## src/rtl/jtkicker_prog_remap.sv

```systemverilog
// Remaps ROM download bytes into SDRAM programming writes.
// Latency: prog_we rises 2 cycles after an accepted ioctl_wr (one register stage, then the FIFO).
// Backpressure: the FIFO head is held while prog_rdy=0; strobes that arrive while full are dropped and flagged on overflow.
//
// Ports:
//   clk, rst            clock and asynchronous active-high reset
//   downloading         ROM download in progress; its edges drive the IDLE/LOAD/DRAIN FSM
//   ioctl_addr/dout/wr  download byte address, data and single-cycle write strobe
//   prog_addr/data/we   remapped SDRAM write, held until prog_rdy accepts it
//   region              region index of the entry currently on prog_addr
//   full                stage 1 plus the FIFO hold 2**DW entries
//   overflow            sticky: a strobe was dropped (cleared by reset or a new download)
//   done                one-cycle pulse when a finished download has fully drained
module jtkicker_prog_remap #(
  parameter int                    AW      = 22,
  parameter int                    REGIONS = 4,
  parameter logic [AW*REGIONS-1:0] STARTS  = {22'h01_8000, 22'h01_0000, 22'h00_8000, 22'h00_0000},
  parameter logic [2*REGIONS-1:0]  MODES   = '0,
  parameter int                    DW      = 2
) (
  input  logic          clk,
  input  logic          rst,
  input  logic          downloading,
  input  logic [AW-1:0] ioctl_addr,
  input  logic [7:0]    ioctl_dout,
  input  logic          ioctl_wr,
  output logic [AW-1:0] prog_addr,
  output logic [7:0]    prog_data,
  output logic          prog_we,
  input  logic          prog_rdy,
  output logic [2:0]    region,
  output logic          full,
  output logic          overflow,
  output logic          done
);

  localparam int DEPTH = 1 << DW;

  typedef enum logic [1:0] {IDLE, LOAD, DRAIN} state_t;

  state_t state_q, state_d;

  // Address/data remap of the incoming byte
  logic [AW-1:0] map_addr;
  logic [7:0]    map_data;
  logic [2:0]    map_region;
  logic [1:0]    map_mode;

  always_comb begin
    map_region = 3'd0;
    map_mode   = MODES[1:0];
    // Starts are ascending, so the last match is the highest region containing the address.
    // Region 0 also absorbs anything below its own start.
    for (int k = 1; k < REGIONS; k++) begin
      if (ioctl_addr >= STARTS[k*AW +: AW]) begin
        map_region = 3'(k);
        map_mode   = MODES[2*k +: 2];
      end
    end
    map_addr = ioctl_addr;
    map_data = ioctl_dout;
    case (map_mode)
      2'd1:    map_addr[0]   = ~ioctl_addr[0];
      2'd2:    map_addr[4:0] = {ioctl_addr[2:0], ~ioctl_addr[4], ~ioctl_addr[3]};
      2'd3:    map_data      = {ioctl_dout[3:0], ioctl_dout[7:4]};
      default: ;
    endcase
  end

  // Stage 1 and FIFO state
  logic          s1_vld_q;
  logic [AW-1:0] s1_addr_q;
  logic [7:0]    s1_data_q;
  logic [2:0]    s1_reg_q;

  logic [AW-1:0] mem_addr [DEPTH];
  logic [7:0]    mem_data [DEPTH];
  logic [2:0]    mem_reg  [DEPTH];

  logic [DW-1:0] wr_ptr_q, rd_ptr_q;
  logic [DW:0]   cnt_q;
  logic [DW+1:0] occ;
  logic          accept, push, pop;
  logic          dl_q, dl_rise, dl_fall;
  logic          ovf_q;

  // The stage-1 entry is already committed, so it counts toward full; this
  // guarantees the FIFO has room whenever stage 1 pushes.
  assign occ     = {1'b0, cnt_q} + {{(DW+1){1'b0}}, s1_vld_q};
  assign full    = (occ == (DW+2)'(DEPTH));
  assign accept  = ioctl_wr & ~full;
  assign push    = s1_vld_q;
  assign prog_we = (cnt_q != '0);
  assign pop     = prog_we & prog_rdy;
  assign dl_rise = downloading & ~dl_q;
  assign dl_fall = ~downloading & dl_q;

  always_ff @(posedge clk or posedge rst) begin
    if (rst) begin
      s1_vld_q  <= 1'b0;
      s1_addr_q <= '0;
      s1_data_q <= '0;
      s1_reg_q  <= '0;
      wr_ptr_q  <= '0;
      rd_ptr_q  <= '0;
      cnt_q     <= '0;
      dl_q      <= 1'b0;
      ovf_q     <= 1'b0;
      state_q   <= IDLE;
    end else begin
      s1_vld_q <= accept;
      if (accept) begin
        s1_addr_q <= map_addr;
        s1_data_q <= map_data;
        s1_reg_q  <= map_region;
      end
      if (push) wr_ptr_q <= wr_ptr_q + DW'(1);
      if (pop)  rd_ptr_q <= rd_ptr_q + DW'(1);
      case ({push, pop})
        2'b10:   cnt_q <= cnt_q + (DW+1)'(1);
        2'b01:   cnt_q <= cnt_q - (DW+1)'(1);
        default: cnt_q <= cnt_q;
      endcase
      dl_q <= downloading;
      // A drop in the same cycle as a new download start stays visible.
      if (ioctl_wr & full) ovf_q <= 1'b1;
      else if (dl_rise)    ovf_q <= 1'b0;
      state_q <= state_d;
    end
  end

  // Storage needs no reset: outputs are gated by prog_we below.
  always_ff @(posedge clk) begin
    if (push) begin
      mem_addr[wr_ptr_q] <= s1_addr_q;
      mem_data[wr_ptr_q] <= s1_data_q;
      mem_reg[wr_ptr_q]  <= s1_reg_q;
    end
  end

  assign prog_addr = prog_we ? mem_addr[rd_ptr_q] : '0;
  assign prog_data = prog_we ? mem_data[rd_ptr_q] : '0;
  assign region    = prog_we ? mem_reg[rd_ptr_q]  : '0;
  assign overflow  = ovf_q;

  // Download FSM
  always_comb begin
    state_d = state_q;
    done    = 1'b0;
    case (state_q)
      IDLE:  if (dl_rise) state_d = LOAD;
      LOAD:  if (dl_fall) state_d = DRAIN;
      DRAIN: begin
        if (dl_rise) begin
          state_d = LOAD;
        end else if (!s1_vld_q && cnt_q == '0) begin
          state_d = IDLE;
          done    = 1'b1;
        end
      end
      default: state_d = IDLE;
    endcase
  end

endmodule

```

## config.mk

```make
export PLATFORM = sky130hd
export DESIGN_NAME = jtkicker_prog_remap
export DESIGN_NICKNAME = d
export VERILOG_FILES = /design/src/rtl/jtkicker_prog_remap.sv
export SDC_FILE = /design/constraint.sdc
export NUM_CORES = 1
export LEC_CHECK = 0
export CORE_ASPECT_RATIO = 0.9
export CORE_MARGIN = 2
export CORE_UTILIZATION = 45
export DETAILED_ROUTE_END_ITERATION = 10
export GPL_TIMING_DRIVEN = 0
export PLACE_DENSITY = 0.65
export SYNTH_ARGS = -nofsm -noshare
export SYNTH_HDL_FRONTEND = slang
export SYNTH_SLANG_ARGS = --single-unit
export TNS_END_PERCENT = 5
```

## constraint.sdc

```tcl
create_clock -name clk -period 2.14 [get_ports clk]
set_input_delay 0.428 -clock clk [delete_from_list [all_inputs] [get_ports clk]]
set_output_delay 0.428 -clock clk [all_outputs]
set_load 0.03 [all_outputs]
```

* Yosys cells after proc, flatten, opt, wreduce, memory -nomap -nowiden
Memories as Yosys holds them, arrays and structs flattened. Index checks and enable logic that the tools add are counted.
Cells by class: order comparisons 3, equal/unequal tests 8, multiplexer cells 19, $add $sub $neg 5, reductions and logical operators 8, bitwise operators 8
Operators with widths (count):
- $ge A22 B17 Y1 const B | 2
- $ge A22 B16 Y1 const B | 1
- $mux W22 | 1
- $mux W3 | 3
- $mux W1 | 8
- $mux W2 | 4
- $mux W8 | 1
- $pmux W2 S3 | 1
- $pmux W3 S2 | 1
- $and A1 B1 Y1 | 5
- $add A2 B1 Y2 const B | 2
- $add A3 B1 Y4 | 1
- $eq A2 B1 Y1 const B | 2
- $eq A2 B2 Y1 const B | 2
- $eq A4 B3 Y1 const B | 1
- $ne A2 B2 Y1 const B | 2
- $reduce_bool A2 Y1 | 2
- $add A3 B1 Y3 const B | 1
- $logic_not A3 Y1 | 1
- $ne A3 B3 Y1 const B | 1
- $not A1 Y1 | 3
- $reduce_and A3 Y1 | 1
- $reduce_bool A3 Y1 | 1
- $sub A3 B1 Y3 const B | 1
- 3 further kinds | 3
Storage, ports and cells: memories 3, memory bits (writable) 132, input bits 35, bits in registers 45, output and inout bits 37
Memory list:
- mem_addr | depth 4, bits a word 22, rd ports 1, clocked after memory_dff 0, write ports 1, RTL line 76 | logic [AW-1:0] mem_addr [DEPTH];
- mem_data | depth 4, bits a word 8, rd ports 1, clocked after memory_dff 0, write ports 1, RTL line 77 | logic [7:0] mem_data [DEPTH];
- mem_reg | depth 4, bits a word 3, rd ports 1, clocked after memory_dff 0, write ports 1, RTL line 78 | logic [2:0] mem_reg [DEPTH];

* Logic depth before layout (Yosys ltp)
depth in word-level cells 5, depth in mapped cells 9, depth with buffers taken out 8

* Least setup slack after synthesis
No wires, ideal clock.
kind register to output, from reg cnt_q[1], to out done, required time 1.712 ns, path buffers 1, arrival 1.919 ns, setup slack -0.207 ns, stages on the path, launching flop included 4, cells stage by stage dfrtp_1 or3_1 clkbuf_1 nor4_1
Between the ends: cells in the longest elaborated chain, start to end 5
RTL lines:
- start: declaration | RTL line 81 | logic [DW:0] cnt_q;
- start signal: assignment | RTL line 120 | 2'b10: cnt_q <= cnt_q + (DW+1)'(1);
- start signal: assignment | RTL line 121 | 2'b01: cnt_q <= cnt_q - (DW+1)'(1);
- start signal: assignment | RTL line 122 | default: cnt_q <= cnt_q;
- $logic_not A3 Y1 | RTL line 156 | end else if (!s1_vld_q && cnt_q == '0) begin
- $logic_and A1 B1 Y1 | RTL line 156
- $mux W1 | RTL line 156
- $mux W1 | RTL line 154 | if (dl_rise) begin
- $mux W1 | RTL line 150 | case (state_q)
- end: declaration | RTL line 34 | output logic done
Every way passes these cells.

* Worst setup path after layout
from reg rd_ptr_q[0], to out prog_addr[8]
Between the ends: cells in the longest elaborated chain, start to end 2
RTL lines:
- start: declaration | RTL line 80 | logic [DW-1:0] wr_ptr_q, rd_ptr_q;
- start signal: assignment | RTL line 118 | if (pop) rd_ptr_q <= rd_ptr_q + DW'(1);
- $mem_v2 Z4 W22
- $mux W22 | RTL line 141 | assign prog_addr = prog_we ? mem_addr[rd_ptr_q] : '0;
- end: declaration | RTL line 27 | output logic [AW-1:0] prog_addr,
Every way passes these cells.

==> reports/qor.txt <==
RSZ-0062 raised after global routing: yes
Total Routing Usage GR: 16.8%
Synth warnings: 0
#FFs+latches synth: 172
crit path kind: flip-flop to output pin
grt total ovfl: 0
P&R area growth vs syn: 27.9%
most frequent cell after synthesis: edfxtp_1
CP required: 1.71 ns
num rows: 42
top flop regs: mem_addr x88, mem_data x32, s1_addr_q x22
asr flop ratio synth: 25.6%
Initial Util: 46.5%
Clock Latency Late Sink: 0.43 ns
number of synthesized flops with an enable pin: 128
Post-Route WL: 12.8 mm
cell count after synthesis: 347
FF-to-FF Start: cnt_q[0]$_DFFE_PP0P_
delay-heaviest family, CP: multiplexers
post-route DRC violation count: 0
die width: 134 µm
Post-synth top cells: edfxtp_1 (128), dfrtp_1 (44), and2_1 (37), mux4_2 (32), mux2_4 (27)
LEAKAGE: 0.00331 µW
clk root buf: clkbuf_16
Reg2Reg Depth: 6
first-pass GRT wire length: 19.9 mm
failing checks: setup timing
CP Buf/Inv Count: 3
post-route setup slack: -0.225 ns
slowest CP cell: mux4_2
PortBufs: 70
Worst Path Arrival: 1.94 ns
min-delay worst type: input port to async pin
layout cells sized above 1: 43.7%
via count: 3353
largest net degree at the start of global routing: 33
Detailed Route Iter0 Violations: 192
Most flops, register: mem_addr
Fillers: 1129
number of diodes: 0
worst vdd ir: 916 µV
Cells after DPL: 618
max reg flops: 88
Routed WL per cell: 19.5 µm
clock slew at reported path FFs: 0.07 ns
RD Place Congestion: 0.693
Post-DRT Antenna Nets: 0
run status: finished, violations left
die height: 121 µm
crit start category: flip-flop
clk sinks: 172
Final Hold Viols: 0
CTS buffer count: 17
Cell variety after synth: 33
htree depth: 4
fin cells: 656
Slew HR: 38.9%
worst-path fanout max: 6
# setup viols final: 35
TritonRoute pass-1 iters: 4
Hold WS: 0.296 ns
min cycle time layout: 2.37 ns
nets: 488
Cell Chain, Critical Path: buf_12 > clkbuf_16 > mux4_2 > and2_4 > buf_6
initial antenna violation count: 0
sequential share of the synthesized area: 71.8%
Max Fclk: 423 MHz
CP Capture Type: output pin
RR Endpoint: s1_addr_q[13]$_DFFE_PP0P_
Die Area: 16300 µm²
Clock Skews: 0.00865 ns
max-slew violations: 0
final period utilization: 111%
CTS Buffer Depth: 2
top cells by area in the synthesized netlist: edfxtp_1 (56%), dfrtp_1 (16%), mux4_2 (10%)
vias in the first global route: 3595
Syn Nets: 390
# IOs: 72
DP HPWL: 7.52 mm
cell taking the most area after synthesis: edfxtp_1
Synth Cell Area: 6890 µm²
P per Cell Area: 1840 nW/µm²
Critical Path Max Stage Delay: 0.50 ns
share of the synthesized area in the top cell type: 55.8%
Core Region: 14800 µm²
Max-cap violations: 0
CTS tree: done
ys flop type: edfxtp_1
syn avg cell area: 19.8 µm²
Worst Max-Slew Pin Slew: 0.917 ns
r2r setup slk: 0.03 ns
vias per cell: 5.11
-- metal layers --
metal / wire length (µm) / GRT usage [%] / up-vias
met4: 142 / 6.05 / 0
li1: - / - / 1517
met3: 583 / 3.55 / 19
met1: 5860 / 22.4 / 1739
met2: 6220 / 27.6 / 78
met5: 0 / 0 / -
-- what timing repair did --
item | in CTS | in global routing
cloned | 0 | 4
pin swaps | 26 | 1
resized for setup | 281 | 10
hold endpoints to repair | 0 | 0
hold buffers | 0 | 0
setup endpoints to repair | 65 | 71
setup buffers | 3 | 1
-- power breakdown --
group / switching, µW / internal [µW]
clock network: 1300 / 1620
logic: 3470 / 3850
registers: 659 / 5280
-- cell type report --
class	count	area (µm²)	area share [%]
timing repair buffer	81	921	10.5
multi-input combinational	146	1890	21.5
tap	198	248	2.81
clock inverter	15	139	1.58
buffer	15	188	2.13
inverter	12	45.0	0.512
clock buffer	17	425	4.83
sequential	172	4950	56.2
-- through the flow --
stage          setup TNS, ns  worst slack, ns  area (µm²)  power (µW)  utilization, %
2_1_floorplan              0            0.122        6890       10100               -
3_3_place_gp          -98.57           -0.633        7840       12100            52.9
3_5_place_dp          -23.58           -0.670        7910       12300            53.4
4_1_cts                -7.21           -0.274        8700       16100            58.7
5_1_grt                -9.25           -0.267        8800       17000            59.4
6_report               -6.84           -0.225        8800       16200            59.4
-- cell usage in the layout, fill, tap and decap left out, types with 6 or more instances in the layout --
cell type,Yosys,final
and2_4,0,29
inv_6,0,6
clkdlybuf4s50_1,0,35
inv_1,11,10
dfrtp_1,44,40
buf_12,0,8
mux4_2,32,32
mux2_4,27,27
clkbuf_16,0,21
buf_6,3,28
edfxtp_1,128,128
buf_4,1,9
nor2_1,6,6
-- cell families after synthesis --
group | share of synthesized area (%)
and+or+nand+nor | 4.61
muxes | 17.3
AOI/OAI and AO/OA | 1.40
other | 0.0545
xor gates and xnor gates | 0.763
adders and majority gates | 1.56
DFF | 71.8
buffers and inverters | 2.53
-- worst max-delay path by stage --
stage	depth (start not counted)	endpoint	startpoint	slack [ns]
CTS	5	prog_data[5]	rd_ptr_q[0]$_DFFE_PP0N_	-0.27
floorplan	3	done	cnt_q[1]$_DFFE_PP0P_	0.12
finish	5	prog_addr[8]	rd_ptr_q[0]$_DFFE_PP0N_	-0.23
global route	5	prog_addr[20]	rd_ptr_q[0]$_DFFE_PP0N_	-0.27
global placement	5	prog_addr[15]	cnt_q[1]$_DFFE_PP0P_	-0.63
detailed placement	5	prog_addr[15]	cnt_q[1]$_DFFE_PP0P_	-0.67
Note: power is estimated with default switching activity, not from simulation.
